--- config.mk ---
export PLATFORM = sky130hd
export DESIGN_NAME = multi_buffer_arbiter
export DESIGN_NICKNAME = d
export VERILOG_FILES = /design/src/rtl/buffer_pkg.sv /design/src/rtl/buffer_channel.sv /design/src/rtl/multi_buffer_arbiter.sv
export SDC_FILE = /design/constraint.sdc
export NUM_CORES = 1
export LEC_CHECK = 0
export CAP_MARGIN = 10
export CORE_MARGIN = 8
export CORE_UTILIZATION = 45
export CTS_CLUSTER_SIZE = 40
export DETAILED_ROUTE_END_ITERATION = 16
export PLACE_DENSITY = 0.85
export SLEW_MARGIN = 10
export SYNTH_ARGS = -nofsm -noshare
export SYNTH_HDL_FRONTEND = slang
export SYNTH_SLANG_ARGS = --single-unit
--- constraint.sdc ---
create_clock -name clk -period 2.53 [get_ports clk]
set_input_delay 0.253 -clock clk [delete_from_list [all_inputs] [get_ports clk]]
set_output_delay 0.253 -clock clk [all_outputs]
set_load 0.05 [all_outputs]
--- src/rtl/buffer_pkg.sv ---
// Shared types and cartridge address-map defaults for the frame-buffer arbiter.
package buffer_pkg;

  typedef enum logic [1:0] {
    ST_FREE    = 2'd0,
    ST_WRITING = 2'd1,
    ST_READY   = 2'd2,
    ST_READING = 2'd3
  } frame_state_e;

  function automatic int unsigned idx_w(input int unsigned n);
    return 32'($clog2(n));
  endfunction

  localparam int unsigned DEF_NUM_CH = 3;
  localparam int unsigned DEF_ADDR_W = 26;

  // Channel 0 (video) in the LSBs, then sound L, sound R.
  localparam logic [DEF_NUM_CH*DEF_ADDR_W-1:0] DEF_CH_BASE =
    {26'h01F00000, 26'h01E00000, 26'h01000000};
  localparam logic [DEF_NUM_CH*5-1:0] DEF_CH_STRIDE_LOG2 = {5'd4, 5'd4, 5'd17};

endpackage

--- src/rtl/buffer_channel.sv ---
// One channel's frame-state table, producer/consumer handshakes, drop counter and error flag.
module buffer_channel
  import buffer_pkg::*;
#(
  parameter int unsigned NUM_FRAMES  = 3,
  parameter int unsigned ADDR_W      = 26,
  parameter logic [ADDR_W-1:0] BASE  = '0,
  parameter int unsigned STRIDE_LOG2 = 4,
  parameter int unsigned DROP_W      = 16
) (
  input  logic              clk,
  input  logic              rst_n,
  input  logic              prod_acq,
  input  logic              prod_commit,
  input  logic              cons_acq,
  input  logic              cons_rel,
  output logic              prod_valid,
  output logic [ADDR_W-1:0] prod_addr,
  output logic              cons_valid,
  output logic [ADDR_W-1:0] cons_addr,
  output logic              fresh,
  output logic [DROP_W-1:0] drop_cnt,
  output logic              proto_err
);

  localparam int unsigned IW = idx_w(NUM_FRAMES);

  frame_state_e      st_q [NUM_FRAMES];
  frame_state_e      st_d [NUM_FRAMES];
  logic              prod_valid_d, cons_valid_d, fresh_d, proto_err_d;
  logic [ADDR_W-1:0] prod_addr_d, cons_addr_d;
  logic [DROP_W-1:0] drop_cnt_d;
  logic              ready_hit, free_hit, dropped;
  logic [IW-1:0]     ready_idx, free_idx;

  function automatic logic [ADDR_W-1:0] frame_addr(input logic [IW-1:0] idx);
    return BASE + (ADDR_W'(idx) << STRIDE_LOG2);
  endfunction

  always_comb begin
    st_d         = st_q;
    prod_valid_d = prod_valid;
    prod_addr_d  = prod_addr;
    cons_valid_d = cons_valid;
    cons_addr_d  = cons_addr;
    drop_cnt_d   = drop_cnt;
    proto_err_d  = proto_err;
    fresh_d      = 1'b0;
    ready_hit    = 1'b0;
    ready_idx    = '0;
    free_hit     = 1'b0;
    free_idx     = '0;
    dropped      = 1'b0;

    for (int i = 0; i < int'(NUM_FRAMES); i++) begin
      if (st_q[i] == ST_READY) begin
        ready_hit = 1'b1;
        ready_idx = IW'(i);
      end
    end

    // Consumer resolves first so it claims the pre-edge READY frame.
    if (cons_acq) begin
      if (ready_hit) begin
        for (int i = 0; i < int'(NUM_FRAMES); i++) begin
          if (st_q[i] == ST_READING) st_d[i] = ST_FREE;
          else if (IW'(i) == ready_idx) st_d[i] = ST_READING;
        end
        cons_valid_d = 1'b1;
        cons_addr_d  = frame_addr(ready_idx);
      end
    end else if (cons_rel) begin
      if (cons_valid) begin
        for (int i = 0; i < int'(NUM_FRAMES); i++) begin
          if (st_q[i] == ST_READING) st_d[i] = ST_FREE;
        end
        cons_valid_d = 1'b0;
      end else begin
        proto_err_d = 1'b1;
      end
    end

    // A READY frame still unclaimed at commit time is overwritten.
    if (prod_commit) begin
      if (prod_valid) begin
        for (int i = 0; i < int'(NUM_FRAMES); i++) begin
          if (st_d[i] == ST_READY) begin
            st_d[i] = ST_FREE;
            dropped = 1'b1;
          end
        end
        for (int i = 0; i < int'(NUM_FRAMES); i++) begin
          if (st_q[i] == ST_WRITING) st_d[i] = ST_READY;
        end
        if (dropped && (drop_cnt != '1)) drop_cnt_d = drop_cnt + DROP_W'(1);
        prod_valid_d = 1'b0;
      end else begin
        proto_err_d = 1'b1;
      end
    end

    if (prod_acq) begin
      if (prod_valid && !prod_commit) begin
        proto_err_d = 1'b1;
      end else begin
        for (int i = int'(NUM_FRAMES) - 1; i >= 0; i--) begin
          if (st_d[i] == ST_FREE) begin
            free_hit = 1'b1;
            free_idx = IW'(i);
          end
        end
        if (free_hit) begin
          for (int i = 0; i < int'(NUM_FRAMES); i++) begin
            if (IW'(i) == free_idx) st_d[i] = ST_WRITING;
          end
          prod_valid_d = 1'b1;
          prod_addr_d  = frame_addr(free_idx);
        end
      end
    end

    for (int i = 0; i < int'(NUM_FRAMES); i++) begin
      if (st_d[i] == ST_READY) fresh_d = 1'b1;
    end
  end

  always_ff @(posedge clk or negedge rst_n) begin
    if (!rst_n) begin
      for (int i = 0; i < int'(NUM_FRAMES); i++) st_q[i] <= ST_FREE;
      prod_valid <= 1'b0;
      prod_addr  <= BASE;
      cons_valid <= 1'b0;
      cons_addr  <= BASE;
      fresh      <= 1'b0;
      drop_cnt   <= '0;
      proto_err  <= 1'b0;
    end else begin
      st_q       <= st_d;
      prod_valid <= prod_valid_d;
      prod_addr  <= prod_addr_d;
      cons_valid <= cons_valid_d;
      cons_addr  <= cons_addr_d;
      fresh      <= fresh_d;
      drop_cnt   <= drop_cnt_d;
      proto_err  <= proto_err_d;
    end
  end

endmodule

--- src/rtl/multi_buffer_arbiter.sv ---
// N-channel frame-buffer arbiter: one independent buffer_channel per feed, outputs packed per channel.
module multi_buffer_arbiter
  import buffer_pkg::*;
#(
  parameter int unsigned NUM_CH     = DEF_NUM_CH,
  parameter int unsigned NUM_FRAMES = 3,
  parameter int unsigned ADDR_W     = DEF_ADDR_W,
  parameter logic [NUM_CH*ADDR_W-1:0] CH_BASE        = DEF_CH_BASE,
  parameter logic [NUM_CH*5-1:0]      CH_STRIDE_LOG2 = DEF_CH_STRIDE_LOG2,
  parameter int unsigned DROP_W     = 16
) (
  input  logic                     clk,
  input  logic                     rst_n,
  input  logic [NUM_CH-1:0]        prod_acq,
  input  logic [NUM_CH-1:0]        prod_commit,
  input  logic [NUM_CH-1:0]        cons_acq,
  input  logic [NUM_CH-1:0]        cons_rel,
  output logic [NUM_CH-1:0]        prod_valid,
  output logic [NUM_CH*ADDR_W-1:0] prod_addr,
  output logic [NUM_CH-1:0]        cons_valid,
  output logic [NUM_CH*ADDR_W-1:0] cons_addr,
  output logic [NUM_CH-1:0]        fresh,
  output logic [NUM_CH*DROP_W-1:0] drop_cnt,
  output logic [NUM_CH-1:0]        proto_err
);

  for (genvar g = 0; g < int'(NUM_CH); g++) begin : g_ch
    buffer_channel #(
      .NUM_FRAMES  (NUM_FRAMES),
      .ADDR_W      (ADDR_W),
      .BASE        (CH_BASE[g*ADDR_W +: ADDR_W]),
      .STRIDE_LOG2 (32'(CH_STRIDE_LOG2[g*5 +: 5])),
      .DROP_W      (DROP_W)
    ) u_ch (
      .clk         (clk),
      .rst_n       (rst_n),
      .prod_acq    (prod_acq[g]),
      .prod_commit (prod_commit[g]),
      .cons_acq    (cons_acq[g]),
      .cons_rel    (cons_rel[g]),
      .prod_valid  (prod_valid[g]),
      .prod_addr   (prod_addr[g*ADDR_W +: ADDR_W]),
      .cons_valid  (cons_valid[g]),
      .cons_addr   (cons_addr[g*ADDR_W +: ADDR_W]),
      .fresh       (fresh[g]),
      .drop_cnt    (drop_cnt[g*DROP_W +: DROP_W]),
      .proto_err   (proto_err[g])
    );
  end

endmodule

# Yosys cells after proc, flatten, opt, wreduce, memory -nomap -nowiden
# Cells that the tools add are included.
[totals] register_bits=234 in_bits=14 out_inout_bits=216 word_cells=336
[classes] add_sub_neg=9 eq_ne=63 n_mux=192 n_bitwise=3 reduce_logical=39
[op_table] cell="$mux W6" count=27
[op_table] cell="$mux W2" count=72
[op_table] cell="$add A25 B6 Y26 const A" count=4
[op_table] cell="$mux W1" count=93
[op_table] cell="$eq A2 B2 Y1 const B" count=36
[op_table] cell="$add A25 B19 Y26 const A" count=2
[op_table] cell="$add A16 B1 Y16 const B" count=3
[op_table] cell="$ne A16 B16 Y1 const B" count=3
[op_table] cell="$logic_not A2 Y1" count=15
[op_table] cell="$eq A2 B1 Y1 const B" count=9
[op_table] cell="$reduce_and A3 Y1" count=6
[op_table] cell="$eq A1 B2 Y1 const A" count=6
[op_table] cell="$eq A2 B2 Y1 const A" count=6
[op_table] cell="$reduce_and A2 Y1" count=6
[op_table] cell="$logic_and A1 B1 Y1" count=6
[op_table] cell="$ne A2 B1 Y1 const B" count=3
[op_table] cell="$reduce_bool A2 Y1" count=3
[op_table] cell="$logic_not A1 Y1" count=3
[op_table] cell="$not A1 Y1" count=3

# Depth between registers and ports, before layout
[logic_depth] word_depth=28 mapped_depth=9 ltp_nobuf=8

# Cells and area by module
# Synthesis repeated with hierarchy kept, for this count alone.
[hier_totals] cells_unflattened=679 hier_area_um2=6432.4
[by_module_without_submodules] module="buffer_channel (g_ch[0].u_ch ...)" instances=2 cells_per_inst=231 area_per_inst_um2=2182.1 seq_area_each_um2=750.7
[by_module_without_submodules] module="buffer_channel (g_ch[2].u_ch)" instances=1 cells_per_inst=217 area_per_inst_um2=2068.2 seq_area_each_um2=750.7

# Worst setup path before layout
# Ideal clock, no wire load.
[synth_timing] kind="register -> register" from="reg g_ch[0].u_ch.drop_cnt[0]" to="reg g_ch[0].u_ch.drop_cnt[7]" setup_ns=0.142 arrival_ns=2.287 required_ns=2.388 setup_slack_ns=0.100 stages_incl_launch_ff=10 path_buffers=2 synth_period_minus_slack_ns=2.430 path_cell_list="dfrtp_1 -> ha_1 -> and3_1 -> and3_1 -> clkbuf_1 -> a41o_1 -> a21oi_2 -> buf_2 -> nand3_1 -> xnor2_1"
[synth_between] elab_chain_len=3 elab_cells_between_ends=4 classes_between="add/sub: 1; eq/ne: 1; reduce/logical: 2"
[synth_rtl] element="from (decl)" line_no="buffer_channel.sv:22" source="output logic [DROP_W-1:0] drop_cnt,"
[synth_rtl] element="from (signal assigned)" line_no="buffer_channel.sv:144" source="drop_cnt <= drop_cnt_d;"
[synth_rtl] element="parallel branches: the longest is 3 deep, another holds $add A16 B1 Y16"
# Several ways; the timed one is not identified.
# A chain may end at the register's enable or synchronous reset.

# Worst setup path in the final report
[layout_timing] from="reg g_ch[0].u_ch.st_q[0] (netlist bit)" to="reg g_ch[0].u_ch.drop_cnt[1]"
[layout_between] elab_chain_len=15 elab_cells_between_ends=28 classes_between="eq/ne: 7; mux: 18; reduce/logical: 3"
[layout_rtl] element="from (decl)" line_no="buffer_channel.sv:28" source="frame_state_e st_q [NUM_FRAMES];"
[layout_rtl] element="from (signal assigned)" line_no="buffer_channel.sv:138" source="st_q <= st_d;"
[layout_rtl] element="$eq A2 B2 Y1 *" line_no="buffer_channel.sv:56" source="if (st_q[i] == ST_READY) begin"
[layout_rtl] element="$mux W2 *" line_no="buffer_channel.sv:56"
[layout_rtl] element="named net g_ch[0].u_ch.ready_idx[1]" line_no="buffer_channel.sv:34" source="logic [IW-1:0] ready_idx, free_idx;"
[layout_rtl] element="$logic_not A2 Y1" line_no="buffer_channel.sv:67" source="else if (IW'(i) == ready_idx) st_d[i] = ST_READING;"
[layout_rtl] element="$mux W2" line_no="buffer_channel.sv:67"
[layout_rtl] element="$mux W2" line_no="buffer_channel.sv:66" source="if (st_q[i] == ST_READING) st_d[i] = ST_FREE;"
[layout_rtl] element="$mux W6 *" line_no="buffer_channel.sv:64" source="if (ready_hit) begin"
[layout_rtl] element="$mux W6 *" line_no="buffer_channel.sv:63" source="if (cons_acq) begin"
[layout_rtl] element="$eq A2 B2 Y1" line_no="buffer_channel.sv:87" source="if (st_d[i] == ST_READY) begin"
[layout_rtl] element="$mux W1 (2 in series)" line_no="buffer_channel.sv:87"
[layout_rtl] element="$mux W1 *" line_no="buffer_channel.sv:87"
[layout_rtl] element="$mux W1 *" line_no="buffer_channel.sv:85" source="if (prod_valid) begin"
[layout_rtl] element="$mux W1 *" line_no="buffer_channel.sv:84" source="if (prod_commit) begin"
[layout_rtl] element="$logic_and A1 B1 Y1 *" line_no="buffer_channel.sv:95" source="if (dropped && (drop_cnt != '1)) drop_cnt_d = drop_cnt + DROP_W'(1);"
[layout_rtl] element="$reduce_and A3 Y1 (no line) *"
# The timed path passes the listed nets; every way through them passes the cells marked *. The select of a mux whose other input is x is not followed.

==> results.cfg <==
[run_status]
run_status = complete, no violations

[final_layout]
finalNetCount = 795
final_cell_mix = conb_1, dfrtp_1, clkdlybuf4s50_1, nand2_1, inv_1
post-route-util_pct = 52.93
syn_to_final_growth_pct = 14.51
final_layout_size_suffix_gt1_share_pct = 6.460
final_common_cell = conb_1
n_antenna_cell = 0

[hold_path]
min_path_type = input pin to async pin

[routing]
final_antenna_net_count = 0
highest_layer = met4
finalWirelength_mm = 13.54
wire_per_inst_um = 14.25
drc_errors = 0
dr_wl_met3_mm = 1.041
met2_wirelength_mm = 6.731
route.vias.total = 4567
drt-initial-drc-count = 244
via_per_inst = 4.807
drt-met1-wl_mm = 5.691
first_pass_iters = 4

[setup_path]
critPathRequiredTime_ps = 2750
path_buf_inv = 1
cp.arrival_ps = 2630
critical-path-top-delay-family = compound AO/OA/AOI/OAI gates
critPathLaunchType = register
crit_path_max_fanout = 16
crit_start = g_ch[0].u_ch.st_q[0]$_DFF_PN0_
cpPeakStageDelay_ps = 410
worstPathCellList = inv_1 > ha_1 > nand3b_1 > o32ai_1 > o32ai_2 > a21oi_4 > mux2_2
reg2reg_from = g_ch[0].u_ch.st_q[0]$_DFF_PN0_
cp-end-kind = register
crit_slowest_cell = a21oi_4
critPathKind = register to register

[sta]
fin_ws_ps = 125.0
rsz0062_at_grt = true
hold-worst-slack_ps = 445.5
skew_ps = 9.344
drv_slew = 0
setup-violations-final = 0
fmax_mhz = 415.8
worst_slew_pin_slew_ps = 579.5
fin_crit_sh_pct = 95.06
max_slew_margin_pct = 61.24
layout_min_cycle_time_ps = 2405
hold_viol = 0
setup-tns-final_ps = 0

[floorplan]
die_w_um = 132.6
core_area_um2 = 13240
die_h_um = 132.6
dieArea_um2 = 17590
io_pins = 230
start_util_pct = 46.22
rows = 42

[grt]
antenna_found_initial = 0
grt_usage_pct = 15.07
grt_pass1_vias = 4582
grt_max_degree = 54
grt_pass1_wl_mm = 22.33
grt-ovfl-total = 0

[synthesis]
synth.yosys.seq_area_share_pct = 36.79
synth_seq_cells = 90
synth_edf_count = 0
ys_types = 65
synthArstFlopShare_pct = 100.0
syn_area_um2 = 6121
netlist_instances = 679
synth-main-ff-cell = dfrtp_1
avgSynthCellArea_um2 = 9.015
synth_warnings = 0

[clock_tree]
clock-sinks = 90
clkTransAtPathRegs_ps = 60
cts_root_buf = clkbuf_16
cts_tree = done
post_cts_buffers = 0
clockBufferDepth = 2
htreeDepth = 3
clk_latency_ps = 340
cts_buffers = 9

[pwr]
power_uw = 7933
p_leak_uw = 0.003349
ir_drop_v = 0.001020
p_per_area_nw_per_um2 = 1132

[job]
maxCapViolCount = 0

[placement]
io_buffers = 85
pre_cts_ws_ps = -73.16
dp_hpwl_mm = 10.52
gp_congestion = 0.9159
repair_timing:
item	CTS	global route
setup endpoints to repair	0	22
gates resized for setup	0	5
endpoints found under the hold margin	37	0
hold buffers	1	0
synth_stat cells, types with 6 or more instances:
cell / n / area share, %
a21oi_1: 16 / 1.3
a22oi_1: 6 / 0.74
and2_1: 11 / 1.1
and3_1: 20 / 2.0
buf_4: 156 / 19
dfrtp_1: 90 / 37
ha_1: 12 / 2.5
inv_1: 28 / 1.7
nand2_1: 55 / 3.4
nand2b_1: 15 / 1.5
nand3_1: 24 / 2.0
nand4_1: 10 / 1.0
nor2_1: 27 / 1.7
nor2b_1: 13 / 1.3
nor3_1: 18 / 1.5
o21ai_0: 23 / 1.9
o22ai_1: 14 / 1.4
xnor2_1: 20 / 2.9
xor2_1: 24 / 3.4
worst register-to-register path, cell delays in order (launching register included):
cell and delay [ps]:
dfrtp_1 400, inv_1 90, ha_1 250, nand3b_1 170, o32ai_1 390, o32ai_2 200, a21oi_4 410, mux2_2 390
registers in the layout, indices dropped and copies added, names as in the netlist:
register,count
g_ch.u_ch.cons_valid,3
g_ch.u_ch.prod_addr,6
g_ch.u_ch.cons_addr,6
g_ch.u_ch.st_q,18
g_ch.u_ch.fresh,3
g_ch.u_ch.proto_err,3
g_ch.u_ch.drop_cnt,48
g_ch.u_ch.prod_valid,3
final timing paths:
| check | end | slack [ps] | depth (start not counted) |
|---|---|---|---|
| max in group asynchronous | g_ch[1].u_ch.st_q[4]$_DFF_PN0_ | 1430 | 3 |
| min in group clk | g_ch[1].u_ch.proto_err$_DFF_PN0_ | 470 | 1 |
| worst min-delay path | g_ch[2].u_ch.drop_cnt[0]$_DFFE_PN0P_ | 450 | 2 |
| worst min register to register | g_ch[1].u_ch.proto_err$_DFF_PN0_ | 470 | 1 |
| worst max register to register | g_ch[0].u_ch.drop_cnt[1]$_DFFE_PN0P_ | 130 | 7 |
| worst max-delay path | g_ch[0].u_ch.drop_cnt[1]$_DFFE_PN0P_ | 130 | 7 |
through the flow:
| step | cells | area [um^2] |
|---|---|---|
| 2_1_floorplan | 821 | 6654 |
| 3_3_place_gp | 933 | 6656 |
| 3_5_place_dp | 933 | 6656 |
| 4_1_cts | 950 | 6973 |
| 5_1_grt | 950 | 7009 |
| 6_report | 950 | 7009 |
where the power goes:
part / switching, uW / internal, uW
registers: 490 / 1850
clock network: 542 / 817
logic: 2810 / 1430
cell families after synthesis:
group | share of synthesized area (%)
XOR/XNOR | 6.296
adder cells (fa/ha/maj) | 2.453
flip-flops | 36.79
buffers and inverters | 21.75
AND/OR/NAND/NOR | 17.70
other | 0.1227
AO/OA/AOI/OAI | 13.84
multiplexers | 1.042
final cells by class:
class	instances	area [um^2]
inverters	28	105.1
clock buffers	12	256.5
repair buffers	104	1018
flip-flops and latches	90	2252
well taps	176	220.2
fillers	1248	6233
clock inverters	4	50.05
multi-input cells	536	3107
routing by layer:
layer / up-vias / track usage (%)
met1: 2181 / 17.68
met2: 154 / 25.11
met4: 0 / 3.218
met5: - / 0
li1: 2224 / -
met3: 8 / 6.397
No activity file was read; power rests on OpenSTA's default activity.
